`src/rtl/seq_mult_hs.sv`:
```
// seq_mult_hs: shift-and-add multiplier with valid/ready handshakes, signed or unsigned per transaction
module seq_mult_hs #(
  parameter int XLEN = 16
) (
  input  logic              clk_i,
  input  logic              resetn_i,
  input  logic              valid_i,
  output logic              ready_o,
  input  logic [XLEN-1:0]   a_i,
  input  logic [XLEN-1:0]   b_i,
  input  logic              signed_i,
  output logic              valid_o,
  input  logic              ready_i,
  output logic [2*XLEN-1:0] product_o
);
  localparam logic [1:0] IDLE = 2'd0;
  localparam logic [1:0] BUSY = 2'd1;
  localparam logic [1:0] DONE = 2'd2;
  logic [1:0]        state;
  logic [2*XLEN-1:0] mcand;
  logic [2*XLEN-1:0] acc;
  logic [2*XLEN-1:0] acc_nxt;
  logic [XLEN-1:0]   mplier;
  logic [XLEN-1:0]   mplier_nxt;
  logic [XLEN-1:0]   a_mag;
  logic [XLEN-1:0]   b_mag;
  logic              neg;
  assign ready_o = state == IDLE;
  assign valid_o = state == DONE;
  // operand magnitudes (the most negative value maps to its unsigned magnitude) and next iteration values
  always_comb begin
    a_mag      = (signed_i && a_i[XLEN-1]) ? -a_i : a_i;
    b_mag      = (signed_i && b_i[XLEN-1]) ? -b_i : b_i;
    acc_nxt    = acc + (mplier[0] ? mcand : '0);
    mplier_nxt = mplier >> 1;
  end
  // handshake FSM and datapath; BUSY ends as soon as the remaining multiplier bits are zero
  always_ff @(posedge clk_i or negedge resetn_i) begin
    if (!resetn_i) begin
      state     <= IDLE;
      mcand     <= '0;
      mplier    <= '0;
      acc       <= '0;
      neg       <= 1'b0;
      product_o <= '0;
    end else if (state == IDLE) begin
      if (valid_i) begin
        mcand  <= {{XLEN{1'b0}}, a_mag};
        mplier <= b_mag;
        neg    <= signed_i & (a_i[XLEN-1] ^ b_i[XLEN-1]);
        acc    <= '0;
        state  <= BUSY;
      end
    end else if (state == BUSY) begin
      acc    <= acc_nxt;
      mcand  <= mcand << 1;
      mplier <= mplier_nxt;
      if (mplier_nxt == '0) begin
        state     <= DONE;
        product_o <= neg ? -acc_nxt : acc_nxt;
      end
    end else if (ready_i) begin
      state <= IDLE;
    end
  end
endmodule

```
`config.mk`:
```
export PLATFORM = sky130hd
export DESIGN_NAME = seq_mult_hs
export DESIGN_NICKNAME = d
export VERILOG_FILES = /design/src/rtl/seq_mult_hs.sv
export SDC_FILE = /design/constraint.sdc
export NUM_CORES = 1
export LEC_CHECK = 0
export CAP_MARGIN = 25
export CORE_UTILIZATION = 60
export DETAILED_ROUTE_END_ITERATION = 16
export PLACE_DENSITY = 0.82
export SKIP_LAST_GASP = 1
export SLEW_MARGIN = 20
export SYNTH_ARGS = -nofsm -noshare
export SYNTH_HDL_FRONTEND = slang
export SYNTH_SLANG_ARGS = --single-unit
```
`constraint.sdc`:
```
create_clock -name clk_i -period 10.7 [get_ports clk_i]
set_clock_uncertainty 0.05 [all_clocks]
set_input_delay 1.07 -clock clk_i [delete_from_list [all_inputs] [get_ports clk_i]]
set_output_delay 1.07 -clock clk_i [all_outputs]
set_load 0.01 [all_outputs]
```
==> results.json, run 1 <==
{
  "status": "completed",
  "power_density_nw_per_um2": 286,
  "reg2reg_from": "mplier[0]",
  "start_util_pct": 61.3,
  "rsz0062_at_grt": "no",
  "io_pins": 71,
  "hold_depth": 2,
  "nNetsFinal": 1074,
  "hold_violations": 0,
  "finalSetupTns_ns": 0,
  "min_period_over_period_pct": 43.4,
  "clock.fmax_mhz": 216,
  "drc": 0,
  "synth_cells": 964,
  "final_area_um2": 9510,
  "clkTransAtPathRegs_ns": 0.06,
  "max_cap_viol_count": 0,
  "area_delta_synth_final_pct": 17.6,
  "max_stage_delay_ns": 0.66,
  "cts_made_buffers": 17,
  "grt_pass1_wl_um": 32600,
  "stdcell_count": 1191,
  "coreArea_um2": 13200,
  "ys_async_sr_fraction_pct": 100,
  "synth_cell_types": 73,
  "antenna_cells": 0,
  "final_util_pct": 72.1,
  "num_rows": 42,
  "filler_cell_count": 1014,
  "max-slew-margin-rel_pct": 31.6,
  "dp.cells": 1157,
  "grt_max_degree": 72,
  "drt_pass1_iterations": 5,
  "grt_pass1_vias": 6781,
  "critPathRequiredTime_ns": 10.95,
  "overflow": 0,
  "whs_ns": 0.427,
  "timing.rr.end": "product_o[29]",
  "die_h_um": 118,
  "wl_per_cell_um": 16.2,
  "cts_tree": "built",
  "yosysWarnings": 0,
  "cp_max_fo": 33,
  "hold_buffers": 0,
  "grtUsageTotal_pct": 29.0,
  "critPathKind": "register to register",
  "h-tree-depth": 4,
  "r2r_slack_ns": 6.06,
  "synth_area_um2": 8080,
  "cpMaxStageDelayCell": "dfrtp_1",
  "clock_path_buffers": 2,
  "dieArea_um2": 13900,
  "clk_latency_ns": 0.42,
  "hold_class": "register to register",
  "ys_seq_area_share_pct": 35.6,
  "drt_iter0_markers": 501,
  "layout-drive-gt1-share_pct": 6.60,
  "hold_end": "product_o[4]",
  "antenna_found_initial": 0,
  "ys_seq_elements": 115,
  "slew_viol_final": 0,
  "place_congestion": 0.943,
  "antenna_left": 0,
  "synthesis.nets": 1036,
  "dpl_cell_area_um2": 8820,
  "ys.flop_type": "dfrtp_1",
  "cp-end-kind": "register",
  "peakVddDrop_v": 0.000143,
  "worst_slew_pin_slew_ns": 1.03,
  "clock-sinks": 115,
  "worstPathCellList": "and2_1, ha_1, fa_1, a211oi_2, o21ai_2, xnor2_1, o21ai_1, or4_1, nor4_1, nand4_1, o21ai_1, xnor2_1, mux2_4",
  "critical_path.top_delay_family": "simple AND/OR/NAND/NOR gates",
  "clock-root-buffer": "clkbuf_16",
  "min_from": "product_o[4]",
  "path_buf_inv": 0,
  "finalSetupViolations": 0,
  "final_cell_mix": "nand2_1, dfrtp_1, o21ai_0, clkdlybuf4s50_1, and2_1",
  "min_period_ns": 4.64,
  "cp.arrival_ns": 4.89,
  "num_vias": 7327,
  "syn_area_per_cell_um2": 8.39,
  "synth_edf_count": 0,
  "dpl.hpwl_um": 13500,
  "totalWireLength_um": 19200,
  "ctsResizeCount": 0,
  "final_common_cell": "nand2_1",
  "startpoint_type": "register",
  "routed_via_density": 6.15,
  "die_w_um": 118,
  "reg2reg_depth": 13,
  "io_buffers": 70,
  "p_leak_nw": 4.16,
  "post_cts_buffers": 0
}
[worst max path at each step]
stage	startpoint	end	slack (ns)	cells after the start
CTS	mplier[0]	product_o[26]	6.06	13
global placement	mplier[0]	product_o[31]	6.25	13
finish	mplier[0]	product_o[29]	6.06	13
detailed placement	mplier[0]	product_o[30]	6.10	13
global route	mplier[0]	product_o[22]	5.82	13
floorplan	mplier[0]	product_o[28]	6.91	13
[report_power, final]
part	total (mW)	switching, mW	internal [mW]	leakage (nW)
Combinational	1.36	0.801	0.560	2.36
Sequential	0.748	0.137	0.611	1.50
Clock	0.614	0.216	0.398	0.299
Total	2.72	1.15	1.57	4.16
[registers in the layout, indices dropped and copies added (netlist names)]
register and count:
acc 32, mcand 32, product_o 32, mplier 16, state 2, neg 1
[cell usage after synthesis, types with 3 or more instances]
cell | count | share of area, %
a22o_1 | 18 | 2.0
a22oi_1 | 26 | 2.4
a221oi_1 | 3 | 0.33
xnor2_1 | 33 | 3.6
o22a_1 | 3 | 0.33
o21a_1 | 6 | 0.56
or2_2 | 3 | 0.23
nand4_1 | 11 | 0.85
o31ai_1 | 15 | 1.4
o211a_1 | 5 | 0.62
xor2_1 | 40 | 4.3
dfrtp_1 | 115 | 36
a21oi_2 | 4 | 0.43
ha_1 | 34 | 5.3
nor4_1 | 8 | 0.62
o21ai_0 | 102 | 6.3
a211oi_1 | 5 | 0.46
nand3_1 | 31 | 1.9
o211ai_1 | 7 | 0.65
o21ai_1 | 22 | 1.4
or3_1 | 14 | 1.1
inv_1 | 13 | 0.60
and2_1 | 46 | 3.6
buf_2 | 8 | 0.50
or4_1 | 9 | 0.84
nor3_1 | 17 | 1.1
nor2_1 | 30 | 1.4
clkbuf_1 | 49 | 2.3
nand2_1 | 156 | 7.2
o41ai_2 | 3 | 0.60
o41ai_1 | 4 | 0.43
nand2b_1 | 10 | 0.77
and4_1 | 8 | 0.87
a21oi_1 | 42 | 2.6
nor2b_1 | 8 | 0.62
mux2i_1 | 3 | 0.37
a21o_1 | 12 | 1.1
[metrics by stage]
| stage | power [mW] | setup slack [ns] |
|---|---|---|
| finish | 2.72 | 6.06 |
| global route | 2.92 | 5.82 |
| CTS | 2.70 | 6.06 |
| detailed placement | 2.07 | 6.10 |
| global placement | 2.04 | 6.25 |
| floorplan | 1.70 | 6.91 |
[worst min-delay path, cell delays in order, from the launching register on]
cell     delay, ns
dfrtp_1       0.34
nand2_1       0.05
o21ai_0       0.06
[cell families (layout without fill, tap and decap cells)]
group                    after synthesis  count (layout)  synth area share, %
buffers and inverters                 72             123                 3.47
multiplexers                           5               5                0.696
XOR/XNOR                              73              73                 7.91
flip-flops                           115             115                 35.6
AND/OR/NAND/NOR                      365             365                 22.5
AO/OA/AOI/OAI                        299             299                 24.3
adder cells (fa/ha/maj)               35              35                 5.51
[layer usage]
| layer | track usage [%] | share of wire (%) |
|---|---|---|
| met1 | 41.6 | 48 |
| met2 | 44.3 | 45 |
| met3 | 5.04 | 5.5 |
| met4 | 9.94 | 1.5 |
| met5 | 0 | 0 |
[cell type report]
cell class / count / area [um2] / area share (%)
multi-input cells: 777 / 4930 / 51.9
flip-flops and latches: 115 / 2880 / 30.3
repair buffers: 78 / 786 / 8.27
clock buffers: 18 / 439 / 4.62
well taps: 176 / 220 / 2.32
clock inverters: 14 / 203 / 2.13
inverters: 13 / 48.8 / 0.513
No activity file was read; power rests on OpenSTA's default activity.
==> run 2: changes to the inputs <==
--- a/config.mk
+++ b/config.mk
@@ -6,9 +6,9 @@
 export NUM_CORES = 1
 export LEC_CHECK = 0
 export CAP_MARGIN = 25
-export CORE_UTILIZATION = 60
+export CORE_UTILIZATION = 59
 export DETAILED_ROUTE_END_ITERATION = 16
-export PLACE_DENSITY = 0.82
+export PLACE_DENSITY = 0.81
 export SKIP_LAST_GASP = 1
 export SLEW_MARGIN = 20
 export SYNTH_ARGS = -nofsm -noshare
==> constraint.sdc (replaced) <==
create_clock -name clk_i -period 4.84 [get_ports clk_i]
set_clock_uncertainty 0.05 [all_clocks]
set_input_delay 0.484 -clock clk_i [delete_from_list [all_inputs] [get_ports clk_i]]
set_output_delay 0.484 -clock clk_i [all_outputs]
set_load 0.01 [all_outputs]
==> results.json, run 2 (synthesized netlist as in run 1, its figures left out) <==
{
  "clkTransAtPathRegs_ns": 0.06,
  "antenna_found_initial": 0,
  "drt_iter0_markers": 522,
  "post_cts_buffers": 0,
  "grtUsageTotal_pct": 28.8,
  "coreArea_um2": 13300,
  "drc": 0,
  "grt_pass1_vias": 6709,
  "hold_depth": 2,
  "max-slew-margin-rel_pct": 31.7,
  "routed_via_density": 6.04,
  "num_rows": 42,
  "max_stage_delay_ns": 0.60,
  "cp-end-kind": "register",
  "cp_max_fo": 11,
  "status": "completed",
  "final_cell_mix": "nand2_1, dfrtp_1, o21ai_0, clkdlybuf4s50_1, and2_1",
  "io_buffers": 70,
  "worstPathCellList": "and2_1, ha_1, fa_1, a211oi_2, o21ai_2, xnor2_1, o21ai_1, nor3_1, or4b_1, or4_1, o41ai_2, xor2_1, o21ai_1",
  "overflow": 0,
  "finalSetupTns_ns": 0,
  "dieArea_um2": 14200,
  "clock-root-buffer": "clkbuf_16",
  "antenna_left": 0,
  "grt_max_degree": 78,
  "power_density_nw_per_um2": 621,
  "totalWireLength_um": 19500,
  "cts_made_buffers": 17,
  "min_period_ns": 4.40,
  "worst_slew_pin_slew_ns": 1.02,
  "clk_latency_ns": 0.42,
  "die_w_um": 119,
  "dpl_cell_area_um2": 8840,
  "final_area_um2": 9480,
  "critPathRequiredTime_ns": 5.08,
  "finalSetupViolations": 0,
  "slew_viol_final": 0,
  "cp.arrival_ns": 4.65,
  "layout-drive-gt1-share_pct": 6.96,
  "place_congestion": 0.885,
  "dpl.hpwl_um": 13800,
  "h-tree-depth": 4,
  "max_cap_viol_count": 0,
  "min_period_over_period_pct": 91.0,
  "cts_tree": "built",
  "top_regs": "acc (32), mcand (32), product_o (32)",
  "timing.final.ws_setup_ns": 0.436,
  "area_delta_synth_final_pct": 17.3,
  "clock.fmax_mhz": 227,
  "wl_per_cell_um": 16.3,
  "hold_class": "register to register",
  "startpoint_type": "register",
  "nNetsFinal": 1079,
  "place_ws_ns": 0.558,
  "reg2reg_depth": 13,
  "grt_pass1_wl_um": 33000,
  "io_pins": 71,
  "clock_path_buffers": 2,
  "num_vias": 7223,
  "clock-sinks": 115,
  "p_leak_nw": 4.16,
  "critPathKind": "register to register",
  "rsz0062_at_grt": "no",
  "die_h_um": 119,
  "hold_violations": 0,
  "cpMaxStageDelayCell": "or4_1",
  "peakVddDrop_v": 0.000285,
  "antenna_cells": 0,
  "drt_pass1_iterations": 5,
  "start_util_pct": 60.8,
  "final_common_cell": "nand2_1",
  "filler_cell_count": 1064,
  "worst_path_most_repeated_cell": "o21ai_1"
}
## run 2: cell types whose count changed in the layout (fill, tap and decap cells not counted)
cell           before  now
clkbuf_8            1    0
buf_6               0    1
clkinv_4            4    2
bufinv_16           4    1
dlygate4sd3_1       0    1
clkinv_2            0    1
buf_8               1    0
buf_4               7   10
buf_12              0    1
clkinvlp_4          4    3
inv_6               2    8
## run 2: power by group
part | switching, mW | total (mW) | internal [mW]
sequential | 0.292 | 1.64 | 1.35
combinational | 1.78 | 3.03 | 1.24
clock | 0.502 | 1.22 | 0.718
total | 2.58 | 5.89 | 3.31
## run 2: path summary, 6_finish.rpt
kind	startpoint	end	slack, ns
setup / recovery	mplier[0]	product_o[28]	0.44
hold / removal	product_o[2]	product_o[2]	0.43
setup reg to reg	mplier[0]	product_o[28]	0.44
hold reg to reg	product_o[2]	product_o[2]	0.43
max in group asynchronous	resetn_i	acc[24]	3.52
min in group asynchronous	resetn_i	mcand[6]	0.44
## run 2: timing repair
item,in CTS,in global routing
hold buffers,0,1
endpoints found under the hold margin,0,19
resized for setup,0,0
## run 2: through the flow
step	total power, mW	utilization [%]	hold WS (ns)	std cells
2_1_floorplan	3.75	-	0.138	964
3_3_place_gp	4.52	66.5	0.409	1160
3_5_place_dp	4.60	66.5	0.419	1160
4_1_cts	5.85	70.8	0.207	1192
5_1_grt	6.31	71.3	0.449	1196
6_report	5.89	71.3	0.426	1196
## run 2: layout make-up
class,count,area (um2),share of cell area [%]
multi-input cells,777,4930,52.0
repair buffers,83,835,8.80
inverters,13,48.8,0.515
clock inverters,15,145,1.53
well taps,176,220,2.32
flip-flops and latches,115,2880,30.3
clock buffers,17,425,4.49
## run 2: worst max-delay path, delay by kind of cell, from the launching register on
kind / cells / cell delay [ns]
and+or+nand+nor: 4 / 1.47
adders and majority gates: 2 / 0.65
DFF: 1 / 0.45
xor gates and xnor gates: 2 / 0.56
AOI/OAI and AO/OA: 5 / 1.07
## run 2: metal layers
layer  GRT usage, %  routed length [um]
met1           41.1                9340
met2           45.3                8890
met3           3.83                 978
met4           8.86                 281
met5              0                   0
==> run 3: changes to the inputs <==
--- a/config.mk
+++ b/config.mk
@@ -5,9 +5,11 @@
 export SDC_FILE = /design/constraint.sdc
 export NUM_CORES = 1
 export LEC_CHECK = 0
+export ABC_CLOCK_PERIOD_IN_PS = 4840
 export CAP_MARGIN = 25
 export CORE_UTILIZATION = 59
 export DETAILED_ROUTE_END_ITERATION = 16
+export HOLD_SLACK_MARGIN = 0.02
 export PLACE_DENSITY = 0.81
 export SKIP_LAST_GASP = 1
 export SLEW_MARGIN = 20
==> results of run 3 <==
No change in the layout: final DEF, timing and power equal those of run 2.
==> patch 1: new RTL, config.mk and constraints of run 1 <==
Change the parameter `XLEN` from 16 to 24.
--- a/src/rtl/seq_mult_hs.sv
+++ b/src/rtl/seq_mult_hs.sv
@@ -1,5 +1,5 @@
 // seq_mult_hs: shift-and-add multiplier with valid/ready handshakes, signed or unsigned per transaction
 module seq_mult_hs #(
-  parameter int XLEN = 16
+  parameter int XLEN = 24
 ) (
   input  logic              clk_i,
Ports: changed (resized a_i, b_i and product_o); port bits go from 71 to 103. No check against the original RTL was run, so the function may have changed too.
==> patch 1 against run 1 <==
  * Power rose by 58%
  * Fmax is 13% lower
  * Clock power increased by 6.0%
  * Count of clock-buffer cells in the layout is 1 lower
  * Worst setup slack got worse by 690 ps
  * Synthesized area up 52%
  * Sequential cell count increased by 56
  * Wire length increased by 79%
  * Global-route usage grew 4.3 points
  * Cell area grew 48%
  * Hold slack improved by 2.4 ps
  * Critical endpoint is now product_o[46]$_DFFE_PN0P_
  * Largest power group unchanged
==> patch 1: results (changes against run 1) <==
DR iter-0 viols=1,236 (+150%); largest net degree at the start of global routing=98 (+36%); Seq area share=30.32% (+0.041 points); Final #Nets=1,666 (+55%); Comb pwr share=58.8% (+8.8 points); Avg WL per Cell=18.72 um (+16%); synthesized-area fraction occupied by adder cells=5.254% (-0.26 points); largest registers=acc (48), mcand (48), product_o (48); Global Route Usage Sum=33.31% (+4.3 points); Distinct cells, synth=90 (+23%); Rel. slew slack=33.60% (+2.0 points); vias in the first global route=10,716 (+58%); HP Start=product_o[35]$_DFFE_PN0P_; status=finished clean; post-synthesis mux area share=0.2546% (-0.44 points); grt met3 use=4.560% (-0.48 points); I/O Buffers=102 (+46%); Inst Count DP=1,807 (+56%); first-pass GRT wire length=56.21 mm (+72%); largest cells by area after synthesis=dfrtp_1 (35%), o21ai_0 (8.2%), nand2_1 (7.7%), ha_1 (5.1%), xnor2_1 (5.0%); Max FO, Critical Path=30 (-9.1%); met1 usage=51.08% (+9.5 points); #MultiIn Comb=1,227 (+58%); Cells after Synth=1,508 (+56%); Clock-cell share=4.415% (-2.3 points); Synth Area in XOR/XNOR=8.909% (+1.0 points); GPL Wtd Cong=0.9574 (+1.6%); DR pass1 iterations=5 (unchanged); dpl cell area=13,460 um^2 (+53%); clk slew on worst S/H paths=80 ps (+20 ps); #FFs+latches synth=171 (+49%); sw frac=48.95% (+6.5 points); Logic inverters=29 (+16); later-pin clock latency in the skew report=440 ps (+20 ps); part of the power in the clock network=15.1% (-7.5 points); Max IR drop VDD=0.1590 mV (+11%); multi-input gate share of total cell area=53.88% (+2.0 points); synthesized area per cell=8.149 um^2 (-2.8%); Crit path arrival time=5590 ps (+700 ps); vias post-DR=11,667 (+59%); met2 Usage GRT=49.30% (+5.0 points); leak pwr=5.938 nW (+43%); post-synthesis compound-gate area fraction=25.56% (+1.2 points); non-clk buf share=8.271% (about the same); layout cells sized above 1=5.841% (-0.76 points); PwrDens=305.5 nW/um^2 (+6.6%); Total Wirelength=34.44 mm (+79%); pre-CTS setup slack=5588 ps (-513.2 ps); Design Power=4.312 mW (+58%)
patch 1: critical path, stage by stage (launching register included):
cell and delay, ps:
dfrtp_1 580, buf_16 260, and2_1 180, ha_1 220
fa_1 430, a21o_1 220, a221oi_2 460, nor3_1 170
nor2_1 270, o211ai_1 290, o21a_1 290, xnor2_1 400
nand4_1 210, or4_4 590, nand2b_1 170, o41ai_2 270
o21ai_0 120
patch 1: worst paths after layout:
kind                                             endpoint  slack, ps  cells after the start
worst max-delay path            product_o[46]$_DFFE_PN0P_       5370                     16
worst min-delay path            product_o[35]$_DFFE_PN0P_        430                      2
worst max register to register  product_o[46]$_DFFE_PN0P_       5370                     16
worst min register to register  product_o[35]$_DFFE_PN0P_        430                      2
max in group asynchronous       product_o[31]$_DFFE_PN0P_       8720                      3
min in group asynchronous            mcand[0]$_DFFE_PN0P_        640                      1
patch 1: metal layers:
layer  share of wire (%)  vias to the layer above
met1                  48                     5575
met2                  43                      540
met4                 1.3                        0
met3                 8.3                       28
li1                    -                     5524
met5                   0                        -
==> patch 2: new RTL, settings of run 1 <==
Made on the original files. Make the reset (`resetn_i`) synchronous in one clocked block.
--- a/src/rtl/seq_mult_hs.sv
+++ b/src/rtl/seq_mult_hs.sv
@@ -36,5 +36,5 @@
   end
   // handshake FSM and datapath; BUSY ends as soon as the remaining multiplier bits are zero
-  always_ff @(posedge clk_i or negedge resetn_i) begin
+  always_ff @(posedge clk_i) begin
     if (!resetn_i) begin
       state     <= IDLE;
Function: differs if resetn_i is asserted again (counterexample within 4 cycles, from zero or initial values and one cycle with resetn_i low); with resetn_i held inactive, the same outputs for 4 cycles.
==> patch 2 against run 1 <==
  * Wire length increased by 13%
  * Sequential cell count unchanged
  * Synthesized area decreased by 0.56%
  * Utilization increased by 0.95 points
  * First-iteration DRC count increased by 19%
  * Cell area decreased by 1.5%
  * Worst setup slack got worse by 370 ps
Power is not compared: it rests on default switching activity, and its combinational part moved more than twofold at a synthesized area within 25%.
==> patch 2: results (changes against run 1) <==
status=finished clean; post-synthesis compound-gate area fraction=27.00% (+2.7 points); vias in the first global route=7,246 (+6.9%); grt met3 use=7.267% (+2.2 points); layout cells sized above 1=7.552% (+0.95 points); largest net degree at the start of global routing=82 (+14%); met2 Usage GRT=48.64% (+4.4 points); top cells by instance count after synthesis=a21oi_1 (121), nand2_1 (119), dfxtp_1 (115), nor2_1 (91), o21ai_0 (86); Mapped Nets=1,133 (+9.4%); FF-to-FF setup slack=5690 ps (-370 ps); met1 usage=43.36% (+1.7 points); slowest CP cell=dfxtp_1; dpl cell area=8672 um^2 (-1.7%); synthesized-area fraction occupied by adder cells=5.541% (+0.031 points); Final HPWL DP=15.27 mm (+13%); CP peak stage delay=940 ps (+280 ps); Filler Cell Count=1,051 (+3.6%); wire length on met3=1.949 mm (+85%); DR pass1 iterations=6 (+1); Worst setup endpoint=product_o[31]$_SDFFE_PN0P_; reg2reg path depth=12 (-1); DR WL met2=9.576 mm (+9.7%); first-pass GRT wire length=35.89 mm (+9.9%); largest registers=acc (32), mcand (32), product_o (32); post-synthesis mux area share=1.043% (+0.35 points); register area share after synthesis=28.64% (-7.0 points); Avg WL per Cell=17.11 um (+5.9%); Rel. slew slack=28.39% (-3.2 points); vias post-DR=7,969 (+8.8%); r2r endpoint=product_o[31]$_SDFFE_PN0P_; die area=13,870 um^2 (-0.55%); HP Start=product_o[2]$_SDFFE_PN0P_; CP delay by family, top=compound AO/OA/AOI/OAI gates; GPL Wtd Cong=0.9777 (+3.7%); DRT met1 WL=9.713 mm (+5.9%); Final #Nets=1,158 (+7.8%); CTS buffer count=17 (unchanged); Max IR drop VDD=0.09870 mV; Crit path arrival time=5270 ps (+380 ps); pre-CTS setup slack=5800 ps (-301.2 ps); Synth Area in XOR/XNOR=7.720% (-0.19 points); fmax=199.8 MHz (-7.3%); Global Route Usage Sum=31.86% (+2.8 points); fraction of registers with async set/reset=0% (-100 points); Distinct cells, synth=82 (+12%)
## patch 2: changes by cell type after synthesis, sizes merged, moves of 11 or more
| cell | delta |
|---|---|
| o21ai | -39 |
| a211oi | +22 |
| dfxtp | +115 |
| a22oi | -12 |
| clkbuf | +11 |
| a21oi | +75 |
| dfrtp | -115 |
| nand3 | +21 |
| nand2 | -36 |
| a22o | -17 |
| nor2 | +61 |
## patch 2: per-stage QoR
step | hold slack [ps] | std cells | util, %
after floorplan | 390.5 | 1061 | -
after global placement | 387.7 | 1237 | 67.46
after detailed placement | 396.9 | 1238 | 67.62
after CTS | 404.5 | 1270 | 72.96
after global routing | 423.8 | 1271 | 73.01
final | 402.5 | 1271 | 73.01
## patch 2: area by class of cell
class / count / area share (%)
clock buffers: 20 / 4.877
clock inverters: 12 / 2.432
inverters: 12 / 0.4810
multi-input cells: 861 / 56.99
flip-flops and latches: 115 / 24.59
well taps: 172 / 2.298
repair buffers: 79 / 8.338
